$ cat src/rtl/vga_timing_pkg.sv
// Shared VGA 640x480@60 timing constants, types and helpers for the timing generator and frame-buffer controller.
// No logic; pure definitions.
package vga_timing_pkg;

    localparam int CNT_W   = 10;
    localparam int FRAME_W = 8;
    localparam int RGB_W   = 6;

    localparam int H_ACTIVE = 640;
    localparam int H_FP     = 16;
    localparam int H_SYNC   = 96;
    localparam int H_BP     = 48;
    localparam int H_TOTAL  = H_ACTIVE + H_FP + H_SYNC + H_BP;

    localparam int V_ACTIVE = 480;
    localparam int V_FP     = 10;
    localparam int V_SYNC   = 2;
    localparam int V_BP     = 33;
    localparam int V_TOTAL  = V_ACTIVE + V_FP + V_SYNC + V_BP;

    localparam int HS_FIRST = H_ACTIVE + H_FP;
    localparam int HS_LAST  = HS_FIRST + H_SYNC - 1;
    localparam int VS_FIRST = V_ACTIVE + V_FP;
    localparam int VS_LAST  = VS_FIRST + V_SYNC - 1;

    localparam int CHECKER_CELL = 40;

    typedef logic [CNT_W-1:0] cnt_t;
    typedef logic [RGB_W-1:0] rgb_t;

    localparam rgb_t FG_RGB_DEF = 6'b111111;
    localparam rgb_t BG_RGB_DEF = 6'b000000;

    // Raw timing flags as they travel down the delay line; all-zero means blank with sync deasserted.
    typedef struct packed {
        logic hs;
        logic vs;
        logic act;
    } sync_t;

    function automatic logic in_window(cnt_t x, int first, int last);
        return (int'(x) >= first) && (int'(x) <= last);
    endfunction

endpackage

$ cat src/rtl/vga_timing_gen_if.sv
// Pixel-counter / colour exchange with the frame-buffer controller plus the VGA pin outputs.
// master = timing generator, slave = consumer (controller side / pins).
interface vga_timing_gen_if;
    import vga_timing_pkg::*;

    cnt_t                counter_H;
    cnt_t                counter_V;
    logic                frame_tick;
    logic [FRAME_W-1:0]  frame_cnt;
    logic                colour;
    logic                vga_hsync;
    logic                vga_vsync;
    rgb_t                vga_rgb;

    modport master (
        output counter_H, counter_V, frame_tick, frame_cnt,
        output vga_hsync, vga_vsync, vga_rgb,
        input  colour
    );

    modport slave (
        input  counter_H, counter_V, frame_tick, frame_cnt,
        input  vga_hsync, vga_vsync, vga_rgb,
        output colour
    );

endinterface

$ cat src/rtl/vga_pipe_delay.sv
// Purpose: DEPTH-stage, W-bit shift register with synchronous active-low clear to all-zero.
// Latency: DEPTH cycles. Backpressure: none, advances every cycle.
module vga_pipe_delay #(
    parameter int W     = 3,
    parameter int DEPTH = 3
) (
    input  logic         clk,
    input  logic         clr_n,
    input  logic [W-1:0] din,
    output logic [W-1:0] dout
);

    logic [W-1:0] stage [DEPTH];

    always_ff @(posedge clk) begin
        if (!clr_n) begin
            for (int i = 0; i < DEPTH; i++) stage[i] <= '0;
        end else begin
            stage[0] <= din;
            for (int i = 1; i < DEPTH; i++) stage[i] <= stage[i-1];
        end
    end

    assign dout = stage[DEPTH-1];

endmodule

$ cat src/rtl/vga_timing_gen.sv
// Purpose: free-running VGA timing generator, blanked RGB + syncs; VGA_TEST_PATTERN_EN swaps colour for a 40x40 checkerboard.
// Latency: counters registered; pins lag counters by PIPE_DELAY+1 cycles.
// Backpressure: none, one pixel per clk unconditionally.
module vga_timing_gen #(
    parameter int                   H_ACTIVE   = vga_timing_pkg::H_ACTIVE,
    parameter int                   H_FP       = vga_timing_pkg::H_FP,
    parameter int                   H_SYNC     = vga_timing_pkg::H_SYNC,
    parameter int                   H_BP       = vga_timing_pkg::H_BP,
    parameter int                   V_ACTIVE   = vga_timing_pkg::V_ACTIVE,
    parameter int                   V_FP       = vga_timing_pkg::V_FP,
    parameter int                   V_SYNC     = vga_timing_pkg::V_SYNC,
    parameter int                   V_BP       = vga_timing_pkg::V_BP,
    parameter bit                   SYNC_POL   = 1'b0,
    parameter int                   PIPE_DELAY = 3,
    parameter vga_timing_pkg::rgb_t FG_RGB     = vga_timing_pkg::FG_RGB_DEF,
    parameter vga_timing_pkg::rgb_t BG_RGB     = vga_timing_pkg::BG_RGB_DEF
) (
    input  logic              clk,
    input  logic              reset,
    vga_timing_gen_if.master  bus
);
    import vga_timing_pkg::*;

    localparam int H_LAST = H_ACTIVE + H_FP + H_SYNC + H_BP - 1;
    localparam int V_LAST = V_ACTIVE + V_FP + V_SYNC + V_BP - 1;
    localparam int HS_LO  = H_ACTIVE + H_FP;
    localparam int HS_HI  = HS_LO + H_SYNC - 1;
    localparam int VS_LO  = V_ACTIVE + V_FP;
    localparam int VS_HI  = VS_LO + V_SYNC - 1;

    cnt_t               h_q;
    cnt_t               v_q;
    logic               tick_q;
    logic [FRAME_W-1:0] frame_q;
    logic               h_wrap;
    logic               v_wrap;

    assign h_wrap = (int'(h_q) == H_LAST);
    assign v_wrap = (int'(v_q) == V_LAST);

    always_ff @(posedge clk) begin
        if (!reset) begin
            h_q     <= '0;
            v_q     <= '0;
            tick_q  <= 1'b0;
            frame_q <= '0;
        end else begin
            h_q <= h_wrap ? '0 : h_q + 1'b1;
            if (h_wrap) v_q <= v_wrap ? '0 : v_q + 1'b1;
            // Only a genuine end-of-frame wrap ticks; the (0,0) coming out of reset does not.
            tick_q <= h_wrap && v_wrap;
            if (h_wrap && v_wrap) frame_q <= frame_q + 1'b1;
        end
    end

    sync_t raw;
    sync_t dly;
    logic  pix;

    always_comb begin
        raw     = '0;
        raw.hs  = in_window(h_q, HS_LO, HS_HI);
        raw.vs  = in_window(v_q, VS_LO, VS_HI);
        raw.act = (int'(h_q) < H_ACTIVE) && (int'(v_q) < V_ACTIVE);
    end

`ifdef VGA_TEST_PATTERN_EN
    localparam cnt_t CELL = cnt_t'(CHECKER_CELL);

    cnt_t       h_cell;
    cnt_t       v_cell;
    logic       pat_raw;
    logic       pat_d;
    logic [3:0] dly_bits;

    assign h_cell  = h_q / CELL;
    assign v_cell  = v_q / CELL;
    assign pat_raw = h_cell[0] ^ v_cell[0];

    // Pattern rides the same delay line as act so it lines up exactly like colour would.
    vga_pipe_delay #(.W(4), .DEPTH(PIPE_DELAY)) u_dly (
        .clk   (clk),
        .clr_n (reset),
        .din   ({raw, pat_raw}),
        .dout  (dly_bits)
    );
    assign {dly, pat_d} = dly_bits;
    assign pix          = pat_d;
`else
    logic [2:0] dly_bits;

    vga_pipe_delay #(.W(3), .DEPTH(PIPE_DELAY)) u_dly (
        .clk   (clk),
        .clr_n (reset),
        .din   (raw),
        .dout  (dly_bits)
    );
    assign dly = dly_bits;
    assign pix = bus.colour;
`endif

    logic hs_q;
    logic vs_q;
    rgb_t rgb_q;

    always_ff @(posedge clk) begin
        if (!reset) begin
            hs_q  <= ~SYNC_POL;
            vs_q  <= ~SYNC_POL;
            rgb_q <= '0;
        end else begin
            hs_q  <= dly.hs ? SYNC_POL : ~SYNC_POL;
            vs_q  <= dly.vs ? SYNC_POL : ~SYNC_POL;
            // The blanking mux selects on act first, so an unknown colour in blanking never propagates.
            rgb_q <= dly.act ? (pix ? FG_RGB : BG_RGB) : '0;
        end
    end

    assign bus.counter_H  = h_q;
    assign bus.counter_V  = v_q;
    assign bus.frame_tick = tick_q;
    assign bus.frame_cnt  = frame_q;
    assign bus.vga_hsync  = hs_q;
    assign bus.vga_vsync  = vs_q;
    assign bus.vga_rgb    = rgb_q;

endmodule

$ cat src/flat_wrapper.sv
// flat-port wrapper written by rule: the top's interface ports become plain ports
module vga_timing_gen_flat import vga_timing_pkg::*;
#(
    parameter int                   H_ACTIVE   = vga_timing_pkg::H_ACTIVE,
    parameter int                   H_FP       = vga_timing_pkg::H_FP,
    parameter int                   H_SYNC     = vga_timing_pkg::H_SYNC,
    parameter int                   H_BP       = vga_timing_pkg::H_BP,
    parameter int                   V_ACTIVE   = vga_timing_pkg::V_ACTIVE,
    parameter int                   V_FP       = vga_timing_pkg::V_FP,
    parameter int                   V_SYNC     = vga_timing_pkg::V_SYNC,
    parameter int                   V_BP       = vga_timing_pkg::V_BP,
    parameter bit                   SYNC_POL   = 1'b0,
    parameter int                   PIPE_DELAY = 3,
    parameter vga_timing_pkg::rgb_t FG_RGB     = vga_timing_pkg::FG_RGB_DEF,
    parameter vga_timing_pkg::rgb_t BG_RGB     = vga_timing_pkg::BG_RGB_DEF
)
  (clk, reset, bus_counter_H, bus_counter_V, bus_frame_tick, bus_frame_cnt, bus_vga_hsync, bus_vga_vsync, bus_vga_rgb, bus_colour);
  vga_timing_gen_if bus_i ();
  input  logic clk;
  input  logic reset;
  output wire logic [$bits(bus_i.counter_H)-1:0] bus_counter_H;
  output wire logic [$bits(bus_i.counter_V)-1:0] bus_counter_V;
  output wire logic [$bits(bus_i.frame_tick)-1:0] bus_frame_tick;
  output wire logic [$bits(bus_i.frame_cnt)-1:0] bus_frame_cnt;
  output wire logic [$bits(bus_i.vga_hsync)-1:0] bus_vga_hsync;
  output wire logic [$bits(bus_i.vga_vsync)-1:0] bus_vga_vsync;
  output wire logic [$bits(bus_i.vga_rgb)-1:0] bus_vga_rgb;
  input wire logic [$bits(bus_i.colour)-1:0] bus_colour;
  assign bus_counter_H = bus_i.counter_H;
  assign bus_counter_V = bus_i.counter_V;
  assign bus_frame_tick = bus_i.frame_tick;
  assign bus_frame_cnt = bus_i.frame_cnt;
  assign bus_vga_hsync = bus_i.vga_hsync;
  assign bus_vga_vsync = bus_i.vga_vsync;
  assign bus_vga_rgb = bus_i.vga_rgb;
  assign bus_i.colour = bus_colour;
  vga_timing_gen #(.H_ACTIVE(H_ACTIVE), .H_FP(H_FP), .H_SYNC(H_SYNC), .H_BP(H_BP), .V_ACTIVE(V_ACTIVE), .V_FP(V_FP), .V_SYNC(V_SYNC), .V_BP(V_BP), .SYNC_POL(SYNC_POL), .PIPE_DELAY(PIPE_DELAY), .FG_RGB(FG_RGB), .BG_RGB(BG_RGB)) u_core (.clk(clk), .reset(reset), .bus(bus_i));
endmodule
$ cat config.mk
export PLATFORM = sky130hd
export DESIGN_NAME = vga_timing_gen_flat
export DESIGN_NICKNAME = d
export VERILOG_FILES = /design/src/rtl/vga_timing_pkg.sv /design/src/rtl/vga_timing_gen_if.sv /design/src/rtl/vga_pipe_delay.sv /design/src/rtl/vga_timing_gen.sv /design/src/flat_wrapper.sv
export SDC_FILE = /design/constraint.sdc
export NUM_CORES = 1
export LEC_CHECK = 0
export CAP_MARGIN = 0
export CORE_MARGIN = 1.5
export CORE_UTILIZATION = 36
export DETAILED_ROUTE_END_ITERATION = 6
export SLEW_MARGIN = 15
export SYNTH_ARGS = -nofsm -noshare
export SYNTH_HDL_FRONTEND = slang
export SYNTH_SLANG_ARGS = --single-unit
export TNS_END_PERCENT = 1
$ cat constraint.sdc
create_clock -name clk -period 2.9 [get_ports clk]
set_clock_uncertainty 0.05 [all_clocks]
set_input_delay 0.435 -clock clk [delete_from_list [all_inputs] [get_ports clk]]
set_output_delay 0.435 -clock clk [all_outputs]
set_load 0.02 [all_outputs]
==> flow_summary.json, run 1 <==
{
  "crit_type": "reg2reg",
  "dp_hpwl_um": 2560,
  "crit_chain": "ha_1 > nand4_2 > or4_1 > or4_1 > a21oi_1",
  "first_pass_iters": 4,
  "r2r_setup_slack_ns": 0.49,
  "required_ns": 3.07,
  "grt_overflow": 0,
  "postPlaceCellArea_um2": 2190,
  "nets": 236,
  "worst_pin_slew_ns": 0.556,
  "critPathCaptureType": "register",
  "powerDensity_nw_per_um2": 474,
  "yosysWarnings": 0,
  "relSlewSlack_pct": 62.9,
  "cts_hold_buffers": 0,
  "synth_area_um2": 1760,
  "synth_ff_type": "dfxtp_1",
  "fin_crit_ns": 2.41,
  "synthArstFlopShare_pct": 0,
  "drive_gt1_share_pct": 6.99,
  "antenna_cells": 0,
  "clk_latency_ns": 0.29,
  "die_y_um": 73.0,
  "die_area_um2": 5330,
  "hp-class": "reg2reg",
  "yosysUniqueCellTypes": 30,
  "drt_iter0_drc": 95,
  "synth_top_area_share_pct": 46.5,
  "grt_max_degree": 19,
  "setup_viol": 0,
  "swShare_pct": 20.9,
  "drv_slew": 0,
  "die_x_um": 73.0,
  "netlist_instances": 192,
  "cts_repair_resize_count": 0,
  "rows": 25,
  "syn_avg_cell_area_um2": 9.19,
  "cpLargestDelayFamily": "simple AND/OR/NAND/NOR gates",
  "maxCapViolCount": 0,
  "grt_pass1_vias": 1287,
  "synth_nets": 200,
  "p_switching_w": 0.000229,
  "pwr-share-seq_pct": 52.4,
  "num_vias": 1494,
  "cts_max_level": 2,
  "via_per_inst": 5.05,
  "cts_tree": "built",
  "synth_sequential_area_ratio_pct": 46.5,
  "critPathMaxFanout": 18,
  "synthTopCellsByArea": "dfxtp_1 47%, or4_1 5.1%, o31ai_1 4.3%",
  "slowest_delay_ns": 0.72,
  "fin_area_um2": 2310,
  "drc": 0,
  "grt.total_usage_pct": 14.6,
  "numPortBuffers": 39,
  "grt_first_pass_wirelength_um": 6030,
  "clockPowerShare_pct": 44.1,
  "worst_setup_path_start_kind": "register",
  "place_inst": 288,
  "gp_congestion": 0.720,
  "ir_drop_uv": 206,
  "wl_per_cell_um": 12.4,
  "numCtsBuffers": 5,
  "cp.arrival_ns": 2.58,
  "routed_wl_um": 3680,
  "clk_pin_slew_ns": 0.08,
  "timing.final.crit_share_pct": 83.1,
  "synth-edff-count": 0,
  "post-cts-setup-buffers": 0,
  "rsz0062_at_grt": "false",
  "clock_sinks": 41,
  "status": "completed",
  "path_common_cell": "or4_1",
  "power_frac_comb_pct": 3.5,
  "finalHoldViolCount": 0,
  "critPathSlowestCell": "or4_1",
  "max_freq_ghz": 0.415,
  "layout.cells.non_filler": 296,
  "p_int_w": 0.000865,
  "clockBufferDepth": 2,
  "start_util_pct": 37.4,
  "root_buffer": "clkbuf_8",
  "antenna_found_initial": 0,
  "path_buf_inv": 0,
  "ant_nets": 0,
  "yosysTopAreaCell": "dfxtp_1",
  "p_leak_nw": 0.774,
  "design.core.area_um2": 4720,
  "ios": 40,
  "syn2layout_area_growth_pct": 31.0,
  "ys_ff_latch": 41,
  "setup_tns_ns": 0
}
per-stage QoR:
stage	hold slack, ns	power (W)	setup slack (ns)	util [%]
after floorplan	0.302	0.000607	0.676	-
after global placement	0.303	0.000626	0.550	46.4
after detailed placement	0.305	0.000626	0.491	46.4
after CTS	0.325	0.00111	0.456	48.9
after global routing	0.342	0.00113	0.296	48.9
final	0.322	0.00109	0.490	48.9
placed cells by master (no fill, tap or decap), types with 8 or more instances in the layout:
master | synthesis | layout
inv_1 | 9 | 9
clkdlybuf4s50_1 | 0 | 39
nor2_1 | 15 | 15
or4_1 | 12 | 12
xnor2_1 | 8 | 8
dfxtp_1 | 41 | 41
nand3_1 | 8 | 8
nand2_1 | 12 | 12
a21oi_1 | 13 | 13
o31ai_1 | 10 | 10
logic make-up after synthesis:
family          after synthesis  synth area share (%)
compound gates               29                  10.1
xor+xnor                     12                  5.96
fa+ha+maj                     5                  3.55
buf+inv                      22                  5.89
flops                        41                  46.5
simple gates                 83                  27.9
worst register-to-register path: cells and delay by family (launching register included):
kind,cells,cell delay (ns)
and+or+nand+nor,3,1.48
AOI/OAI and AO/OA,1,0.15
adders and majority gates,1,0.24
DFF,1,0.41
Yosys cell counts, types with 3 or more instances:
cell type,instances
xnor2_1,8
or3_1,3
buf_4,5
nor4_1,4
nor3_1,5
xor2_1,4
nor2_1,15
inv_1,9
ha_1,5
dfxtp_1,41
o21ai_0,3
nand2_1,12
nand3_1,8
or4_1,12
nand4_1,4
clkbuf_1,6
o31ai_1,10
a21oi_1,13
and2_1,6
and3_1,6
registers in the layout, summed over array words and instances, names as in the netlist:
register               cells
u_core.u_dly.stage         9
u_core.bus.vga_rgb         1
u_core.bus.vga_vsync       1
u_core.bus.vga_hsync       1
u_core.bus.frame_cnt       8
u_core.bus.frame_tick      1
u_core.bus.counter_V      10
u_core.bus.counter_H      10
power by group through the flow:
stage | logic [W] | registers [W] | clock network [W]
after floorplan | 0.0000163 | 0.000591 | 0
after global placement | 0.0000390 | 0.000587 | 0
after detailed placement | 0.0000390 | 0.000587 | 0
after CTS | 0.0000392 | 0.000574 | 0.000494
after global routing | 0.0000425 | 0.000575 | 0.000514
final | 0.0000384 | 0.000574 | 0.000482
path summary, 6_finish.rpt:
path,from,end,cells past startpoint
min reg2reg,u_core.u_dly.stage[0][8]$_SDFF_PN0_,u_core.bus.vga_hsync$_SDFF_PN1_,1
min,u_core.u_dly.stage[0][8]$_SDFF_PN0_,u_core.bus.vga_hsync$_SDFF_PN1_,1
max reg2reg,u_core.bus.counter_H[0]$_SDFF_PP0_,u_core.bus.frame_cnt[5]$_SDFFE_PN0P_,5
max,u_core.bus.counter_H[0]$_SDFF_PP0_,u_core.bus.frame_cnt[5]$_SDFFE_PN0P_,5
layout make-up:
class | count | area, um2
inverter | 9 | 33.8
clock inverter | 2 | 37.5
tap | 67 | 83.8
fill | 464 | 2410
timing repair buffer | 42 | 413
sequential | 41 | 821
multi-input combinational | 129 | 840
clock buffer | 6 | 82.6
metal layers:
| layer | track usage (%) | routed length, um | vias to the layer above |
|---|---|---|---|
| met4 | 5.24 | 54 | 0 |
| li1 | - | - | 757 |
| met1 | 20.3 | 1890 | 702 |
| met3 | 5.25 | 167 | 5 |
| met2 | 20.6 | 1570 | 30 |
| met5 | 0 | 0 | - |
Note: power is estimated with default switching activity, not from simulation.
==> run 2: changes to the inputs <==
- clock period: 2.9 -> 2.4 ns (I/O delays scaled with it)
==> flow_summary.json, run 2 (synthesis gave the netlist of run 1 again) <==
{
  "clock_sinks": 41,
  "final_common_cell": "dfxtp_1",
  "clk_pin_slew_ns": 0.08,
  "wl_met3_um": 197,
  "grt.total_usage_pct": 14.3,
  "grt_overflow": 0,
  "worst_setup_path_start_kind": "register",
  "holdWs_ns": 0.322,
  "timing.final.crit_share_pct": 91.3,
  "first_pass_iters": 4,
  "numCtsBuffers": 5,
  "rsz0062_at_grt": "false",
  "layout_common_cells": "41 x dfxtp_1, 39 x clkdlybuf4s50_1, 15 x nor2_1",
  "grt_pass1_vias": 1242,
  "antenna_cells": 0,
  "post-cts-setup-buffers": 0,
  "power_frac_comb_pct": 4.3,
  "path_buf_inv": 1,
  "drive_gt1_share_pct": 9.79,
  "grt_max_degree": 19,
  "clockBufferDepth": 2,
  "grt_first_pass_wirelength_um": 5840,
  "rows": 25,
  "start_util_pct": 37.4,
  "dp_hpwl_um": 2510,
  "nets": 243,
  "worst_slack_ns": 0.209,
  "seq_area_um2": 821,
  "finalHoldViolCount": 0,
  "crit_type": "reg2reg",
  "p_switching_w": 0.000267,
  "design.core.area_um2": 4720,
  "clockPowerShare_pct": 38.3,
  "dp_slack_ns": 0.121,
  "cts_hold_buffers": 0,
  "path_common_cell": "or4_1",
  "required_ns": 2.57,
  "m1WireLength_um": 1800,
  "syn2layout_area_growth_pct": 32.5,
  "worst_pin_slew_ns": 0.407,
  "gp_congestion": 0.794,
  "powerDensity_nw_per_um2": 515,
  "n_fill_cell": 469,
  "p_leak_nw": 0.795,
  "swShare_pct": 22.1,
  "setup_tns_ns": 0,
  "num_vias": 1509,
  "root_buffer": "clkbuf_8",
  "cts_max_level": 2,
  "p_int_w": 0.000938,
  "numPortBuffers": 39,
  "setup_viol": 0,
  "cp.arrival_ns": 2.36,
  "ios": 40,
  "critPathMaxFanout": 18,
  "drt_iter0_drc": 80,
  "routed-wl-met2_um": 1540,
  "cts_repair_resize_count": 0,
  "die_area_um2": 5330,
  "status": "completed",
  "drc": 0,
  "wl_per_cell_um": 11.9,
  "relSlewSlack_pct": 72.8,
  "ir_drop_uv": 279,
  "cts_tree": "built",
  "drv_slew": 0,
  "slowest_delay_ns": 0.55,
  "critPathCaptureType": "register",
  "antenna_found_initial": 0,
  "fin_util_pct": 49.5,
  "maxCapViolCount": 0,
  "top_layer": "met4",
  "critPathSlowestCell": "or4_1",
  "crit_chain": "nand4bb_4 > or4_1 > buf_4 > or4_1 > a21oi_1",
  "die_y_um": 73.0,
  "die_x_um": 73.0,
  "pwr-share-seq_pct": 57.4,
  "routed_wl_um": 3580,
  "fin_crit_ns": 2.19,
  "via_per_inst": 5.00,
  "clk_latency_ns": 0.29,
  "max_freq_ghz": 0.456,
  "multi_input_area_um2": 843,
  "cpLargestDelayFamily": "simple AND/OR/NAND/NOR gates",
  "hp-class": "reg2reg",
  "ant_nets": 0
}
run 2: changes by cell type in the layout (fill, tap and decap cells not counted):
cell / delta
buf_4: +7
bufinv_16: -1
or4_1: -1
or4_4: +1
run 2: routing by layer:
layer	vias up	GRT usage, %
met4	0	6.92
met3	5	4.42
li1	770	-
met2	37	20.3
met1	697	19.7
met5	-	0
run 2: layout make-up:
type / count / share of cell area [%]
repair buffers: 49 / 19.9
clock inverters: 1 / 0.321
well taps: 67 / 3.59
multi-input cells: 129 / 36.1
inverters: 9 / 1.45
clock buffers: 6 / 3.53
flip-flops and latches: 41 / 35.1
run 2: worst paths after layout:
check,start,endpoint,slack [ns],depth (start not counted)
setup / recovery,u_core.bus.counter_H[8]$_SDFF_PP0_,u_core.bus.frame_cnt[5]$_SDFFE_PN0P_,0.21,5
hold reg to reg,u_core.u_dly.stage[0][7]$_SDFF_PN0_,u_core.bus.vga_vsync$_SDFF_PN1_,0.32,1
setup reg to reg,u_core.bus.counter_H[8]$_SDFF_PP0_,u_core.bus.frame_cnt[5]$_SDFFE_PN0P_,0.21,5
hold / removal,u_core.u_dly.stage[0][7]$_SDFF_PN0_,u_core.bus.vga_vsync$_SDFF_PN1_,0.32,1
run 2: power by group through the flow:
stage	Sequential, W	Clock [W]	Combinational (W)
final	0.000691	0.000461	0.0000519
after global routing	0.000692	0.000505	0.0000572
after CTS	0.000691	0.000477	0.0000529
after detailed placement	0.000707	0	0.0000530
after global placement	0.000707	0	0.0000526
after floorplan	0.000714	0	0.0000197
run 2: through the flow:
stage	cell area [um2]	std cells	power (W)
CTS	2330	302	0.00122
floorplan	1760	192	0.000734
finish	2340	302	0.00120
global route	2340	302	0.00125
detailed placement	2240	295	0.000760
global placement	2240	295	0.000760
